--- config.mk ---
export PLATFORM = sky130hd
export DESIGN_NAME = team_06_audio_gate
export DESIGN_NICKNAME = d
export VERILOG_FILES = /design/src/rtl/team_06_pkg.sv /design/src/rtl/team_06_noise_gate_fsm.sv /design/src/rtl/team_06_audio_gate.sv
export SDC_FILE = /design/constraint.sdc
export NUM_CORES = 1
export LEC_CHECK = 0
export ABC_CLOCK_PERIOD_IN_PS = 8400
export BUFFER_PORTS_ARGS = -buffer_cell sky130_fd_sc_hd__buf_2
export CAP_MARGIN = 15
export CORE_MARGIN = 2
export CORE_UTILIZATION = 50
export DETAILED_ROUTE_END_ITERATION = 10
export PLACE_DENSITY = 0.69
export SYNTH_ARGS = -nofsm -noshare
export SYNTH_HDL_FRONTEND = slang
export SYNTH_SLANG_ARGS = --single-unit
export TNS_END_PERCENT = 5
--- constraint.sdc ---
create_clock -name clk -period 8.4 [get_ports clk]
set_input_delay 1.68 -clock clk [delete_from_list [all_inputs] [get_ports clk]]
set_output_delay 1.68 -clock clk [all_outputs]
set_load 0.02 [all_outputs]
--- src/rtl/team_06_pkg.sv ---
// -----------------------------------------------------------------------------
// team_06_pkg
// Shared definitions for the audio gate block:
//   - gate_state_t  : noise gate FSM states (CLOSED / OPEN / HOLD)
//   - default GATE_THRESH / HOLD_SAMPLES values
//   - datapath widths used by the scaling pipeline
//   - abs_level()   : 9-bit magnitude of a signed 8-bit sample
// -----------------------------------------------------------------------------
package team_06_pkg;

   typedef enum logic [1:0] {
      GATE_CLOSED = 2'd0,
      GATE_OPEN   = 2'd1,
      GATE_HOLD   = 2'd2
   } gate_state_t;

   localparam int DEFAULT_GATE_THRESH  = 8;
   localparam int DEFAULT_HOLD_SAMPLES = 1024;

   localparam int SAMPLE_W   = 8;    // signed audio sample
   localparam int LEVEL_W    = 9;    // |sample|, wide enough to hold 128
   localparam int VOLUME_W   = 4;    // gain step 0..15
   localparam int PROD_W     = 12;   // sample * volume, signed
   localparam int HOLD_CNT_W = 16;   // hold counter, up to 65535

   // Magnitude in 9 bits so that -128 maps to +128 instead of wrapping.
   function automatic logic [LEVEL_W-1:0] abs_level(input logic [SAMPLE_W-1:0] s);
      logic [LEVEL_W-1:0] ext;
      ext = {s[SAMPLE_W-1], s};
      if (s[SAMPLE_W-1]) begin
         abs_level = ~ext + 9'd1;
      end else begin
         abs_level = ext;
      end
   endfunction

endpackage

--- src/rtl/team_06_noise_gate_fsm.sv ---
// -----------------------------------------------------------------------------
// team_06_noise_gate_fsm
// Noise gate state machine with its hold counter. The state only moves on a
// valid sample. A loud sample (or a disabled gate) opens the gate and reloads
// the hold counter; quiet samples walk OPEN -> HOLD -> CLOSED as the counter
// runs out.
//
// Ports:
//   clk          in   system clock
//   rst          in   asynchronous active-high reset (state CLOSED, count 0)
//   sample_valid in   strobe qualifying level/noise_gate
//   level        in   |sample| (9 bits)
//   noise_gate   in   gate enable; 0 forces OPEN on every valid sample
//   open_next    out  1 when the state after this cycle's transition is not
//                     CLOSED (used to pass/block the current sample)
//   gate_open    out  1 when the registered state is not CLOSED
// -----------------------------------------------------------------------------
module team_06_noise_gate_fsm
   import team_06_pkg::*;
#(
   parameter int GATE_THRESH  = DEFAULT_GATE_THRESH,
   parameter int HOLD_SAMPLES = DEFAULT_HOLD_SAMPLES
) (
   input  logic               clk,
   input  logic               rst,
   input  logic               sample_valid,
   input  logic [LEVEL_W-1:0] level,
   input  logic               noise_gate,
   output logic               open_next,
   output logic               gate_open
);

   localparam logic [LEVEL_W-1:0]    THRESH_L = LEVEL_W'(GATE_THRESH);
   localparam logic [HOLD_CNT_W-1:0] HOLD_L   = HOLD_CNT_W'(HOLD_SAMPLES);

   gate_state_t             state_reg;
   gate_state_t             state_next;
   logic [HOLD_CNT_W-1:0]   hold_cnt_reg;
   logic [HOLD_CNT_W-1:0]   hold_cnt_next;
   logic                    loud;

   assign loud = (level >= THRESH_L);

   // State register
   always_ff @(posedge clk or posedge rst) begin
      if (rst) begin
         state_reg    <= GATE_CLOSED;
         hold_cnt_reg <= '0;
      end else begin
         state_reg    <= state_next;
         hold_cnt_reg <= hold_cnt_next;
      end
   end

   // Next-state logic
   always_comb begin
      state_next    = state_reg;
      hold_cnt_next = hold_cnt_reg;
      if (sample_valid) begin
         if (!noise_gate || loud) begin
            state_next    = GATE_OPEN;
            hold_cnt_next = HOLD_L;
         end else begin
            case (state_reg)
               GATE_OPEN: begin
                  state_next    = GATE_HOLD;
                  hold_cnt_next = hold_cnt_reg - 16'd1;
               end
               GATE_HOLD: begin
                  // A count of 1 decrements to 0, which closes the gate. A
                  // count already at 0 (HOLD_SAMPLES=1) also closes here.
                  if (hold_cnt_reg <= 16'd1) begin
                     state_next    = GATE_CLOSED;
                     hold_cnt_next = '0;
                  end else begin
                     hold_cnt_next = hold_cnt_reg - 16'd1;
                  end
               end
               default: begin
                  state_next    = GATE_CLOSED;
                  hold_cnt_next = '0;
               end
            endcase
         end
      end
   end

   // Outputs
   always_comb begin
      gate_open = (state_reg != GATE_CLOSED);
      open_next = (state_next != GATE_CLOSED);
   end

endmodule

--- src/rtl/team_06_audio_gate.sv ---
// -----------------------------------------------------------------------------
// team_06_audio_gate
// Two-stage audio path: noise gate, mute / push-to-talk blocking and a 4-bit
// volume scaler. Every valid input sample yields exactly one out_valid pulse
// two cycles later; blocked samples come out as 0.
//
// Stage 1 (on sample_valid): capture sample and volume, advance the gate FSM,
//          and latch the pass/block decision from the post-transition state
//          together with mute and ptt.
// Stage 2: scale the captured sample, (sample * volume) >>> 4, or emit 0 when
//          blocked; sample_out holds between pulses.
//
// Ports:
//   clk          in   system clock (25 MHz)
//   rst          in   asynchronous active-high reset, flushes the pipeline
//   sample_in    in   signed 8-bit audio sample
//   sample_valid in   1-cycle strobe for sample_in (back-to-back allowed)
//   volume       in   gain step 0..15
//   ptt          in   push-to-talk level
//   noise_gate   in   noise gate enable
//   mute         in   mute enable
//   sample_out   out  signed 8-bit processed sample
//   out_valid    out  1-cycle strobe for sample_out
//   gate_open    out  1 when the gate is not CLOSED
// -----------------------------------------------------------------------------
module team_06_audio_gate
   import team_06_pkg::*;
#(
   parameter int GATE_THRESH  = DEFAULT_GATE_THRESH,
   parameter int HOLD_SAMPLES = DEFAULT_HOLD_SAMPLES,
   parameter int PTT_REQUIRED = 1
) (
   input  logic                       clk,
   input  logic                       rst,
   input  logic signed [SAMPLE_W-1:0] sample_in,
   input  logic                       sample_valid,
   input  logic [VOLUME_W-1:0]        volume,
   input  logic                       ptt,
   input  logic                       noise_gate,
   input  logic                       mute,
   output logic signed [SAMPLE_W-1:0] sample_out,
   output logic                       out_valid,
   output logic                       gate_open
);

   // ---------------------------------------------------------------------
   // Gate FSM
   // ---------------------------------------------------------------------
   logic [LEVEL_W-1:0] level;
   logic               open_next;

   assign level = abs_level(sample_in);

   team_06_noise_gate_fsm #(
      .GATE_THRESH  (GATE_THRESH),
      .HOLD_SAMPLES (HOLD_SAMPLES)
   ) u_gate_fsm (
      .clk          (clk),
      .rst          (rst),
      .sample_valid (sample_valid),
      .level        (level),
      .noise_gate   (noise_gate),
      .open_next    (open_next),
      .gate_open    (gate_open)
   );

   // ---------------------------------------------------------------------
   // Stage 1: capture sample, volume and the pass decision
   // ---------------------------------------------------------------------
   logic                s1_valid_reg;
   logic [SAMPLE_W-1:0] s1_sample_reg;
   logic [VOLUME_W-1:0] s1_volume_reg;
   logic                s1_pass_reg;
   logic                pass_next;

   // Controls only matter in the cycle they are captured alongside the sample.
   assign pass_next = !mute && open_next && ((PTT_REQUIRED == 0) || ptt);

   always_ff @(posedge clk or posedge rst) begin
      if (rst) begin
         s1_valid_reg  <= 1'b0;
         s1_sample_reg <= '0;
         s1_volume_reg <= '0;
         s1_pass_reg   <= 1'b0;
      end else begin
         s1_valid_reg <= sample_valid;
         if (sample_valid) begin
            s1_sample_reg <= sample_in;
            s1_volume_reg <= volume;
            s1_pass_reg   <= pass_next;
         end
      end
   end

   // ---------------------------------------------------------------------
   // Stage 2 datapath: shift-and-add multiply by the 4-bit volume.
   // The sample is sign-extended to 12 bits; modulo-2^12 addition of the
   // partial products gives the exact signed product (range -1920..1905).
   // ---------------------------------------------------------------------
   logic [PROD_W-1:0]   sample_ext;
   logic [PROD_W-1:0]   pp [VOLUME_W];
   logic [PROD_W-1:0]   prod;
   logic [SAMPLE_W-1:0] scaled;

   assign sample_ext = {{(PROD_W-SAMPLE_W){s1_sample_reg[SAMPLE_W-1]}}, s1_sample_reg};

   for (genvar gi = 0; gi < VOLUME_W; gi++) begin : g_pp
      assign pp[gi] = s1_volume_reg[gi] ? (sample_ext << gi) : '0;
   end

   always_comb begin
      prod = '0;
      for (int i = 0; i < VOLUME_W; i++) begin
         prod = prod + pp[i];
      end
   end

   // Arithmetic shift floors toward -inf; the result always fits in 8 bits.
   assign scaled = SAMPLE_W'($signed(prod) >>> 4);

   // ---------------------------------------------------------------------
   // Stage 2 registers
   // ---------------------------------------------------------------------
   logic                out_valid_reg;
   logic [SAMPLE_W-1:0] sample_out_reg;
   logic [SAMPLE_W-1:0] sample_out_next;

   always_comb begin
      sample_out_next = sample_out_reg;
      if (s1_valid_reg) begin
         sample_out_next = s1_pass_reg ? scaled : '0;
      end
   end

   always_ff @(posedge clk or posedge rst) begin
      if (rst) begin
         out_valid_reg  <= 1'b0;
         sample_out_reg <= '0;
      end else begin
         out_valid_reg  <= s1_valid_reg;
         sample_out_reg <= sample_out_next;
      end
   end

   assign out_valid  = out_valid_reg;
   assign sample_out = sample_out_reg;

endmodule

# Word level (Yosys, flattened, before mapping)
# Index checks and enable logic that the tools add are counted.
# word_totals
output_inout_bits	10
elab_cells	38
inputBits	18
regBits	41
# classes
n_reduce_logical	7
muxes	13
bitwise	1
magnitude_cmp	2
eq_ne	2
add_sub_neg	5
# ops
op	count
$mux 12	4
$add 12x12->12	3
$mux 16	2
$pmux 16 s2	1
$le 16x1->1 const B	1
$sub 16x1->16 const B	1
$add 9x1->9 const B	1
$ge 9x4->1 const B	1
$mux 9	1
$not 9->9	1
$mux 8	1
$mux 2	3
$pmux 2 s2	1
$reduce_bool 2->1	2
$eq 2x1->1 const B	1
$eq 2x2->1 const B	1
$logic_and 1x1->1	2
$logic_not 1->1	2
$logic_or 1x1->1	1

# Longest topological paths before layout
# logic_depth
word_depth	10
mapped_depth	11
depth_no_buf	11

# Cells and area by module
# A second synthesis with hierarchy kept.
# hier_totals
cells_unflattened	310
hier_area_um2	3037.9
# by_module_without_submodules
module	seq_area_each_um2	instances	area_per_inst_um2	cells_each
team_06_audio_gate	575.6	1	1913.1	193
team_06_noise_gate_fsm	450.4	1	1124.8	117

# Worst setup path before layout
# Ideal clock, no wire load.
# synth_timing
path_kind	reg-to-reg
start	register s1_volume_reg[3]
end	register sample_out_reg[5] (netlist: sample_out[5])
arrival_time_ns	3.298
required_ns	8.299
stages_incl_launch_ff	12
path_slack_ns	5.002
setup_ns	0.101
synth_period_minus_slack_ns	3.398
path_buffers	0
path_cell_list	dfrtp_1 -> and2_1 -> fa_1 -> inv_1 -> fa_1 -> or4_1 -> fa_1 -> nor2b_1 -> o31ai_1 -> a21boi_0 -> nor3_1 -> o32ai_1
# synth_via
elab_chain_cells	3
# synth_lines
item	line	rtl
start: declaration	team_06_audio_gate.sv:72	logic [VOLUME_W-1:0] s1_volume_reg;
start signal: assignment	team_06_audio_gate.sv:89	s1_volume_reg <= volume;
$mux 12	team_06_audio_gate.sv:108	assign pp[gi] = s1_volume_reg[gi] ? (sample_ext << gi) : '0;
$add 12x12->12	team_06_audio_gate.sv:114	prod = prod + pp[i];
$mux 8	team_06_audio_gate.sv:131	sample_out_next = s1_pass_reg ? scaled : '0;
end signal: assignment	team_06_audio_gate.sv:141	sample_out_reg <= sample_out_next;
end: declaration	team_06_audio_gate.sv:125	logic [SAMPLE_W-1:0] sample_out_reg;
# Every way passes these cells.
# A chain may end at the register's enable or synchronous reset.

# Worst setup path in the final report
# layout_timing
start	input sample_in[0]
end	register u_gate_fsm.hold_cnt_reg[13]
# layout_via
elab_chain_cells	6
# layout_lines
item	line	rtl
start: declaration	team_06_audio_gate.sv:35	input logic signed [SAMPLE_W-1:0] sample_in,
$not 9->9	team_06_pkg.sv:31	abs_level = ~ext + 9'd1;
$add 9x1->9	team_06_pkg.sv:31	
$mux 9 *	team_06_pkg.sv:30	if (s[SAMPLE_W-1]) begin
$ge 9x4->1 *	team_06_noise_gate_fsm.sv:42	assign loud = (level >= THRESH_L);
$logic_or 1x1->1 *	team_06_noise_gate_fsm.sv:60	if (!noise_gate || loud) begin
$mux 16 *	team_06_noise_gate_fsm.sv:60	
end signal: assignment	team_06_noise_gate_fsm.sv:51	hold_cnt_reg <= hold_cnt_next;
end: declaration	team_06_noise_gate_fsm.sv:38	logic [HOLD_CNT_W-1:0] hold_cnt_reg;
# Every way passes the cells marked *; elsewhere a longest branch is shown, timed or not.

==> metrics.md <==
| Metric | Value |
|---|---|
| MaxCap Viol Count | `0` |
| Max VDD drop | `0.000107 V` |
| Crit path max-delay family | `simple AND/OR/NAND/NOR gates` |
| Maximum level of the CTS H-tree | `2` |
| Routed Antenna Nets | `0` |
| Initial core utilization | `51.8%` |
| Hold Buf Count CTS | `0` |
| Mapped Avg Cell Area | `9.35 µm²` |
| Met2 Wirelength | `roughly 2800 µm` |
| Share of cells above drive strength 1 | `15.2%` |
| Sw frac | `37.4%` |
| Io pins | `28` |
| Die width | `82.6 µm` |
| Area Growth Syn to Fin | `8.60%` |
| Final period util | `44.4%` |
| Seq pwr share | `between 30% and 40%` |
| Yosys cell types | `54` |
| M1 wire length | `3100 µm` |
| Number of synthesized flops with an enable pin | `0` |
| CP max FO | `17` |
| DRC | `0` |
| Fmax | `0.268 GHz` |
| Netlist Area Pre-Place | `3090 µm²` |
| Placer Congestion | `about 0.82` |
| Worst skew pair latency | `0.30 ns` |
| Met3 WL post-DR | `approximately 300 µm` |
| Vias in the first global route | `2277` |
| Global route overflow | `0` |
| CTS clock-pin slew for the worst setup and hold paths | `approximately 0.08 ns` |
| Register area share after synthesis | `33.3%` |
| Core Area | `5960 µm²` |
| Die ar. | `6820 µm²` |
| CP required | `8.61 ns` |
| Internal Power | `386 µW` |
| Mapped Cells | `330` |
| FP Rows | `28` |
| Final nets | `403` |
| Synth async-reset ratio | `100%` |
| Setup TNS | `0 ns` |
| Final hold vios | `0` |
| Iteration-0 DRC Markers | `123` |
| Synthesis warning total | `0` |
| Comb power frac | `between 40% and 50%` |
| Slew @ Worst Pin | `about 0.72 ns` |
| HP Class | `reg2reg` |
| Via Count | `~2400` |
| Yosys reg bits | `41` |
| Status | `finished clean` |
| Critical Path End Type | `flop` |
| RSZ-0062 raised after global routing | `no` |
| Dpl hpwl | `about 4600 µm` |
| Final Critical Period | `3.73 ns` |
| Total Power | `about 600 µW` |
| Vias per cell | `~5.6` |
| Cells along the critical path | `buf_2 -> inv_1 -> ha_1 -> o41a_1 -> o21ai_0 -> and3_1 -> nand3_1 -> o31ai_1` |
| TritonCTS clock tree | `done` |
| Largest net degree at the start of global routing | `42` |
| Max FFs per register | `16` |
| Crit path DAT | `just under 4 ns` |
| Switching power | `roughly 230 µW` |
| Max clock buf depth | `2` |
| Leakage Power | `between 0.0015 and 0.002 µW` |
| First-pass GRT wire length | `10800 µm` |
| Final setup viols | `0` |
| Crit start category | `primary input` |
| Most frequent cells in the layout | `54 x inv_1, 41 x dfrtp_1, 27 x buf_2, 23 x nand2_1, 22 x and2_1` |
| Syn nets | `379` |
| Postcts setup bufs | `0` |
| DRT Wirelength | `6240 µm` |
| IO Port Bufs | `27` |
| Slowest stage cell, crit path | `and3_1` |
| Clock power frac | `20.9%` |
| Routed wire per std cell | `14.5 µm` |
| Clock tree root driver cell | `clkbuf_8` |
| Top_reg_cell synth | `dfrtp_1` |
| Cts repair resizes | `0` |
| Tot GR Track Use | `20.6%` |
| # diodes | `0` |
| Flop2flop setup slack | `4.67 ns` |
| DR pass1 iterations | `4` |
| Crit path largest cell delay | `approximately 0.62 ns` |
| Initial antenna violation count | `0` |
| PD cells | `184 nW/µm²` |
| Final Skew | `between 0.004 and 0.005 ns` |
| Most common cell after layout, fill and taps aside | `inv_1` |
| WS Path Type | `in2reg` |
| Bufs and invs on worst path | `2` |
| Top Metal Used | `met4` |
| Max_slew headroom | `~50%` |
| Die Ht | `82.6 µm` |
| # clock sinks | `41` |
| Inserted Clock Buffers | `5` |
| Pins Over Slew Limit | `0` |
[worst paths after layout]
path	from	end	depth (start not counted)
max in group asynchronous	rst	s1_volume_reg[2]	3
min in group asynchronous	rst	u_gate_fsm.hold_cnt_reg[1]	3
worst min register to register	sample_out[2]	sample_out[2]	2
worst max-delay path	sample_in[0]	u_gate_fsm.hold_cnt_reg[13]	8
worst min-delay path	sample_out[2]	sample_out[2]	2
worst max register to register	s1_volume_reg[3]	sample_out[5]	11
[metal layers]
metal | vias to the layer above | GRT usage, %
met4 | 0 | 5.74
met2 | 65 | 30.7
met3 | 8 | 3.59
met5 | - | 0
met1 | 1155 | 30.7
li1 | 1191 | -
[cell usage after synthesis (all sizes together), types with 6 or more instances]
master,n,share of area (%)
inv,54,6.6
nand2,23,2.8
or4,7,2.0
dfrtp,41,33
and2,22,4.5
mux2,12,4.4
nor3,7,1.1
o21ai,15,2.4
nor2,8,0.97
ha,13,5.3
clkbuf,7,0.85
nand3,7,1.1
xnor2,7,2.0
o22ai,6,1.2
fa,18,12
nand4,10,2.0
a21oi,9,1.5
[per-stage QoR]
step	cell area, µm²	util (%)	std cells	setup WS, ns	hold WS (ns)
detailed placement	3270	54.9	422	4.40	0.510
CTS	3350	56.3	430	4.66	0.529
global placement	3270	54.9	422	4.46	0.506
global route	3350	56.3	430	4.41	0.551
finish	3350	56.3	430	4.67	0.524
floorplan	3090	-	330	5.00	0.372
[tightest hold or removal path: cells and delay by family, from the launching register on]
kind,cells,cell delay (ns)
flops,1,0.37
compound gates,1,0.06
buf+inv,1,0.05
[cell families after synthesis]
group | after synthesis | synth area share (%)
fa+ha+maj | 31 | 17.0
xor+xnor | 10 | 2.84
flops | 41 | 33.3
mux | 13 | 4.70
compound gates | 65 | 14.7
simple gates | 105 | 19.3
buf+inv | 65 | 8.23
[power by group through the flow]
stage / Combinational [µW] / Sequential [µW] / Clock (µW)
after floorplan: 191 / 241 / 0
after global placement: 249 / 233 / 0
after detailed placement: 255 / 234 / 0
after CTS: 258 / 230 / 131
after global routing: 296 / 233 / 140
final: 257 / 230 / 129
[layout make-up]
class / count / area (µm²)
multi-input combinational: 224 / 1810
inverter: 54 / 203
fill: 571 / 2610
timing repair buffer: 28 / 143
clock buffer: 8 / 80.1
tap: 75 / 93.8
sequential: 41 / 1030
Note: power is estimated with default switching activity, not from simulation.
